[config.mk]
export PLATFORM = sky130hd
export DESIGN_NAME = sine_voice_mixer
export DESIGN_NICKNAME = d
export VERILOG_FILES = /design/src/rtl/sine_voice_mixer.sv
export SDC_FILE = /design/constraint.sdc
export NUM_CORES = 1
export LEC_CHECK = 0
export ABC_AREA = 0
export ABC_CLOCK_PERIOD_IN_PS = 3600
export BUFFER_PORTS_ARGS = -buffer_cell sky130_fd_sc_hd__buf_2
export CAP_MARGIN = 15
export CORE_AREA = 2 2 318 320
export DETAILED_ROUTE_END_ITERATION = 8
export DIE_AREA = 0 0 320 322
export PLACE_DENSITY = 0.45
export SYNTH_ARGS = -nofsm -noshare
export SYNTH_HDL_FRONTEND = slang
export SYNTH_SLANG_ARGS = --single-unit
[constraint.sdc]
create_clock -name clk_in -period 3.6 [get_ports clk_in]
set_input_delay 0.18 -clock clk_in [delete_from_list [all_inputs] [get_ports clk_in]]
set_output_delay 0.18 -clock clk_in [all_outputs]
set_load 0.01 [all_outputs]
[src/rtl/sine_voice_mixer.sv]
// sine_voice_mixer: snapshots the voice bank on a tick and mixes all gated voices through one shared sine ROM
// Ports:
//   clk_in, rst_in          clock, synchronous active-high reset
//   sample_tick_in          one-cycle request to compute a sample
//   gate_in, phase_value_in per-voice active flags and phase words (captured on an accepted tick)
//   sample_out              signed mixed sample, held between updates
//   sample_valid_out        one-cycle pulse when sample_out updates
//   busy_out                high while a sample is in flight
//   overrun_count_out       saturating count of ticks dropped while busy
// Build option: define MIX_SATURATE_EN to clamp the scaled sum to the sample range instead of wrapping.
module sine_voice_mixer #(
   parameter int NUM_VOICES = 24,
   parameter int PHASE_W    = 32,
   parameter int ROM_ADDR_W = 8,
   parameter int SAMPLE_W   = 16,
   parameter int OUT_SHIFT  = 2
) (
   input  logic                       clk_in,
   input  logic                       rst_in,
   input  logic                       sample_tick_in,
   input  logic [NUM_VOICES-1:0]      gate_in,
   input  logic [PHASE_W-1:0]         phase_value_in [NUM_VOICES],
   output logic signed [SAMPLE_W-1:0] sample_out,
   output logic                       sample_valid_out,
   output logic                       busy_out,
   output logic [7:0]                 overrun_count_out
);
   localparam int ACC_W = SAMPLE_W + $clog2(NUM_VOICES);
   localparam int IDX_W = $clog2(NUM_VOICES);
   localparam int ROM_N = 2 ** ROM_ADDR_W;
   typedef enum logic [1:0] {IDLE, ISSUE, DRAIN, OUTPUT} state_t;
   function automatic logic [SAMPLE_W-1:0] sine_entry(input int k);
      real x;
      x = real'(2 ** (SAMPLE_W - 1) - 1) * $sin(2.0 * 3.14159265358979 * real'(k) / real'(ROM_N));
      return SAMPLE_W'($rtoi(x < 0.0 ? x - 0.5 : x + 0.5));
   endfunction
   state_t                       state_q, state_d;
   logic [IDX_W-1:0]             idx_q, idx_d;
   logic [ROM_ADDR_W-1:0]        snap_addr_q [NUM_VOICES];
   logic [NUM_VOICES-1:0]        snap_gate_q;
   logic [ROM_ADDR_W-1:0]        addr_q;
   logic signed [SAMPLE_W-1:0]   data_q;
   logic                         gate_d1_q, gate_d2_q;
   logic signed [ACC_W-1:0]      acc_q;
   logic signed [SAMPLE_W-1:0]   sample_q, sample_d;
   logic                         valid_q;
   logic [7:0]                   overrun_q;
   logic [SAMPLE_W-1:0]          rom [ROM_N];
   logic [NUM_VOICES-1:0]        phase_unused;
   for (genvar k = 0; k < ROM_N; k++) begin : g_rom
      assign rom[k] = sine_entry(k);
   end
   // only the top ROM_ADDR_W phase bits address the table
   for (genvar v = 0; v < NUM_VOICES; v++) begin : g_unused
      assign phase_unused[v] = ^phase_value_in[v][PHASE_W-ROM_ADDR_W-1:0];
   end
   always_comb begin
      state_d = state_q;
      idx_d   = idx_q;
      case (state_q)
         IDLE: begin
            state_d = sample_tick_in ? ISSUE : IDLE;
            idx_d   = '0;
         end
         ISSUE: begin
            state_d = idx_q == IDX_W'(NUM_VOICES - 1) ? DRAIN : ISSUE;
            idx_d   = idx_q == IDX_W'(NUM_VOICES - 1) ? '0 : idx_q + 1'b1;
         end
         // two cycles let the last voice's data clear the ROM pipeline
         DRAIN: begin
            state_d = idx_q == IDX_W'(1) ? OUTPUT : DRAIN;
            idx_d   = idx_q + 1'b1;
         end
         default: state_d = IDLE;
      endcase
   end
`ifdef MIX_SATURATE_EN
   localparam logic signed [ACC_W-1:0] S_MAX = ACC_W'(2 ** (SAMPLE_W - 1) - 1);
   localparam logic signed [ACC_W-1:0] S_MIN = ACC_W'(-(2 ** (SAMPLE_W - 1)));
   logic signed [ACC_W-1:0] scaled;
   assign scaled   = acc_q >>> OUT_SHIFT;
   assign sample_d = scaled > S_MAX ? SAMPLE_W'(S_MAX) : scaled < S_MIN ? SAMPLE_W'(S_MIN) : SAMPLE_W'(scaled);
`else
   assign sample_d = SAMPLE_W'(acc_q >>> OUT_SHIFT);
`endif
   always_ff @(posedge clk_in) begin
      if (rst_in) begin
         state_q     <= IDLE;
         idx_q       <= '0;
         snap_gate_q <= '0;
         addr_q      <= '0;
         data_q      <= '0;
         gate_d1_q   <= 1'b0;
         gate_d2_q   <= 1'b0;
         acc_q       <= '0;
         sample_q    <= '0;
         valid_q     <= 1'b0;
         overrun_q   <= '0;
         for (int v = 0; v < NUM_VOICES; v++) snap_addr_q[v] <= '0;
      end else begin
         state_q   <= state_d;
         idx_q     <= idx_d;
         addr_q    <= snap_addr_q[idx_q];
         data_q    <= rom[addr_q];
         // gate travels alongside the address so it lines up with the ROM data
         gate_d1_q <= state_q == ISSUE && snap_gate_q[idx_q];
         gate_d2_q <= gate_d1_q;
         valid_q   <= state_q == OUTPUT;
         if (state_q == IDLE && sample_tick_in) begin
            snap_gate_q <= gate_in;
            acc_q       <= '0;
            for (int v = 0; v < NUM_VOICES; v++) snap_addr_q[v] <= phase_value_in[v][PHASE_W-1 -: ROM_ADDR_W];
         end else if (gate_d2_q) begin
            acc_q <= acc_q + ACC_W'(data_q);
         end
         if (state_q == OUTPUT) sample_q <= sample_d;
         if (sample_tick_in && state_q != IDLE && overrun_q != 8'hFF) overrun_q <= overrun_q + 8'd1;
      end
   end
   assign sample_out        = sample_q;
   assign sample_valid_out  = valid_q;
   assign busy_out          = state_q != IDLE;
   assign overrun_count_out = overrun_q;
endmodule

==> results.json <==
{
  "maxCapViolations": 0,
  "cts.repair.resized": 0,
  "yosys.area_share.simple_pct": 18.03,
  "core-area_um2": 99570,
  "initial_utilization_pct": 17.06,
  "area_growth_pct": 39.58,
  "setup_viol": 0,
  "switching_share_pct": 27.93,
  "arrival_ns": 3.53,
  "synth_compound_area_share_pct": 15.78,
  "synth.distinct_cells": 86,
  "dp.final_hpwl_um": 50780,
  "synth_top_family_by_area": "simple AND/OR/NAND/NOR gates",
  "synth_warnings": 0,
  "clk-insertion-delay-late_ns": 0.56,
  "tritoncts": "yes",
  "synth-edff-count": 192,
  "htreeDepth": 2,
  "finalPower_w": 0.009059,
  "final_util_pct": 23.82,
  "final_hold_viol_count": 0,
  "numCtsBuffers": 34,
  "overflow": 0,
  "syn-cell-area_um2": 16990,
  "syn_inst": 1611,
  "synth_mux_area_share_pct": 11.59,
  "wl_um": 69520,
  "seqCellArea_um2": 7782,
  "async_reset_ff_share_pct": 0,
  "maxSlewViolCount": 0,
  "max_freq_mhz": 319.1,
  "post_cts_buffers": 0,
  "fp.dieArea_um2": 103000,
  "grt_max_degree": 133,
  "leakage_nw": 8.969,
  "fin_crit_sh_pct": 87.06,
  "dpl-instance-area_um2": 20560,
  "end_kind": "flip-flop",
  "reg2reg_slack_ns": 0.47,
  "nFillCells": 10720,
  "drc_errors": 0,
  "avgRoutedWirePerCell_um": 20.15,
  "cts.path.max_buffers": 3,
  "grt_pass1_wl_um": 103400,
  "placedCellCount": 3179,
  "ys_seq_elements": 292,
  "hold_buffers": 210,
  "path_class": "flip-flop to flip-flop",
  "powerDensity_nw_per_um2": 382.0,
  "fin_nets": 2968,
  "row_count": 116,
  "critPathRequiredTime_ns": 3.99,
  "dr.pass1.iters": 8,
  "synth_nets": 2452,
  "hold_class": "input pin to flip-flop",
  "fp.dieW_um": 320,
  "finish.instance_area_um2": 23710,
  "drtIter0Drc": 1428,
  "root_buffer": "clkbuf_16",
  "cp-start-kind": "flip-flop",
  "pwr-share-clk_pct": 36.6,
  "maxSlewHeadroom_pct": 29.27,
  "grt_antenna_before_repair": 4,
  "intPower_w": 0.006528,
  "ant_nets": 0,
  "avgSynthCellArea_um2": 10.54,
  "critical_path.max_fanout": 8,
  "ir_drop_uv": 269.2,
  "combPwrFrac_pct": 20.1,
  "drive_gt1_share_pct": 26.26,
  "port_buffers": 244,
  "cts.sinks": 292,
  "synth_xor_area_share_pct": 0.9796,
  "grt_pass1_vias": 15970,
  "pwr-share-seq_pct": 43.3,
  "ys.flop_type": "edfxtp_1",
  "synthAdderAreaFrac_pct": 3.432,
  "die_y_um": 322,
  "synth_seq_area_share_pct": 45.72,
  "fin_skew_ns": 0.03112,
  "vias": 15510,
  "max_slew.worst_pin.slew_ns": 1.061,
  "final_cell_mix": "buf_2 (243), dlygate4sd3_1 (210), edfxtp_1 (192)",
  "path_clk_slew_ns": 0.06,
  "place_congestion": 0.9491,
  "finalSetupTns_ns": 0,
  "p_sw_w": 0.002531,
  "fin_crit_ns": 3.134,
  "final_common_cell": "buf_2",
  "outcome": "completed",
  "routed_via_density": 4.496,
  "finalNonFillerCells": 3450,
  "grt_usage_pct": 13.21,
  "io_pins": 821,
  "grt_setup_unrepaired": "false",
  "multiInputGateArea_um2": 8483
}
kinds of logic after synthesis:
kind of cell               count (synthesis)
adders and majority gates                 46
DFF                                      292
muxes                                    110
AOI/OAI and AO/OA                        389
and+or+nand+nor                          588
xor gates and xnor gates                  19
buffers and inverters                    167
flip-flops by register name, summed over array words and instances (netlist names):
register and cells:
gate_d2_q 1, overrun_count_out 8, snap_addr_q 192, acc_q 18, addr_q 8, gate_d1_q 1, sample_valid_out 1, sample_out 16
snap_gate_q 24, idx_q 5, state_q 2, data_q 16
synth_stat cells, types with 7 or more instances:
cell type	instances	area [um2]
a211oi_1	28	210.2
a21o_1	7	52.55
a21oi_1	82	410.4
a221oi_1	7	61.31
a22o_1	26	227.7
a311oi_1	13	113.9
a31oi_1	20	125.1
and2_1	154	963.4
buf_1	15	56.30
buf_2	46	230.2
clkbuf_1	67	251.5
dfxtp_1	100	2002
edfxtp_1	192	5766
ha_1	45	563.0
inv_1	23	86.33
mux2i_1	38	380.4
mux4_2	69	1554
nand2_1	90	337.8
nand2b_1	14	87.58
nand3_1	41	205.2
nand4_1	11	68.82
nor2_1	134	503.0
nor2b_1	72	450.4
nor3_1	37	185.2
o211ai_1	22	165.2
o21a_1	7	52.55
o21ai_0	77	385.4
o221ai_1	8	70.07
o311ai_0	16	140.1
o31ai_1	8	60.06
xnor2_1	9	78.83
xor2_1	10	87.58
per-layer routing:
metal  up-vias  track usage [%]  share of wire, %  wire length [um]
li1       7082                -                 -                 -
met1      7583            17.01                42             29490
met2       700            21.60                46             32310
met3       144            2.855               7.5              5229
met4         2            5.008               3.6              2481
met5         -                0             0.010                 7
critical path: stages (launching register included):
cell and delay, ns:
dfxtp_1 0.33, buf_4 0.15, inv_1 0.07, buf_4 0.23, ha_1 0.53, and2_1 0.28, nor2_1 0.12, mux2_2 0.28
mux4_2 0.51, a221o_1 0.49
power by group through the flow:
stage | sequential [W] | combinational, W | clock [W]
3_5_place_dp | 0.00400 | 0.00162 | 0
5_1_grt | 0.00395 | 0.00194 | 0.00356
6_report | 0.00393 | 0.00182 | 0.00331
3_3_place_gp | 0.00399 | 0.00162 | 0
4_1_cts | 0.00393 | 0.00180 | 0.00344
2_1_floorplan | 0.00395 | 0.000881 | 0
area by class of cell:
| type | count | area share, % |
|---|---|---|
| multi-input cells | 1152 | 35.78 |
| flip-flops and latches | 292 | 32.82 |
| clock buffers | 43 | 3.863 |
| diodes | 4 | 0.04221 |
| well taps | 1298 | 6.849 |
| clock inverters | 14 | 0.5382 |
| repair buffers | 620 | 19.65 |
| inverters | 27 | 0.4591 |
path summary, 6_finish.rpt:
path / start / endpoint / cells after the start
max: addr_q[1] / data_q[3] / 9
min: phase_value_in[188] / snap_addr_q[18][4] / 2
max reg2reg: addr_q[1] / data_q[3] / 9
min reg2reg: gate_d1_q / gate_d2_q / 1
through the flow:
step / worst slack, ns / hold slack [ns]
after floorplan: 0.8957 / 0.3057
after global placement: 0.4460 / 0.3920
after detailed placement: 0.5338 / 0.3927
after CTS: 0.5586 / 0.005308
after global routing: 0.4498 / 0.02425
final: 0.4660 / 0.03502
No activity file was read; power rests on OpenSTA's default activity.
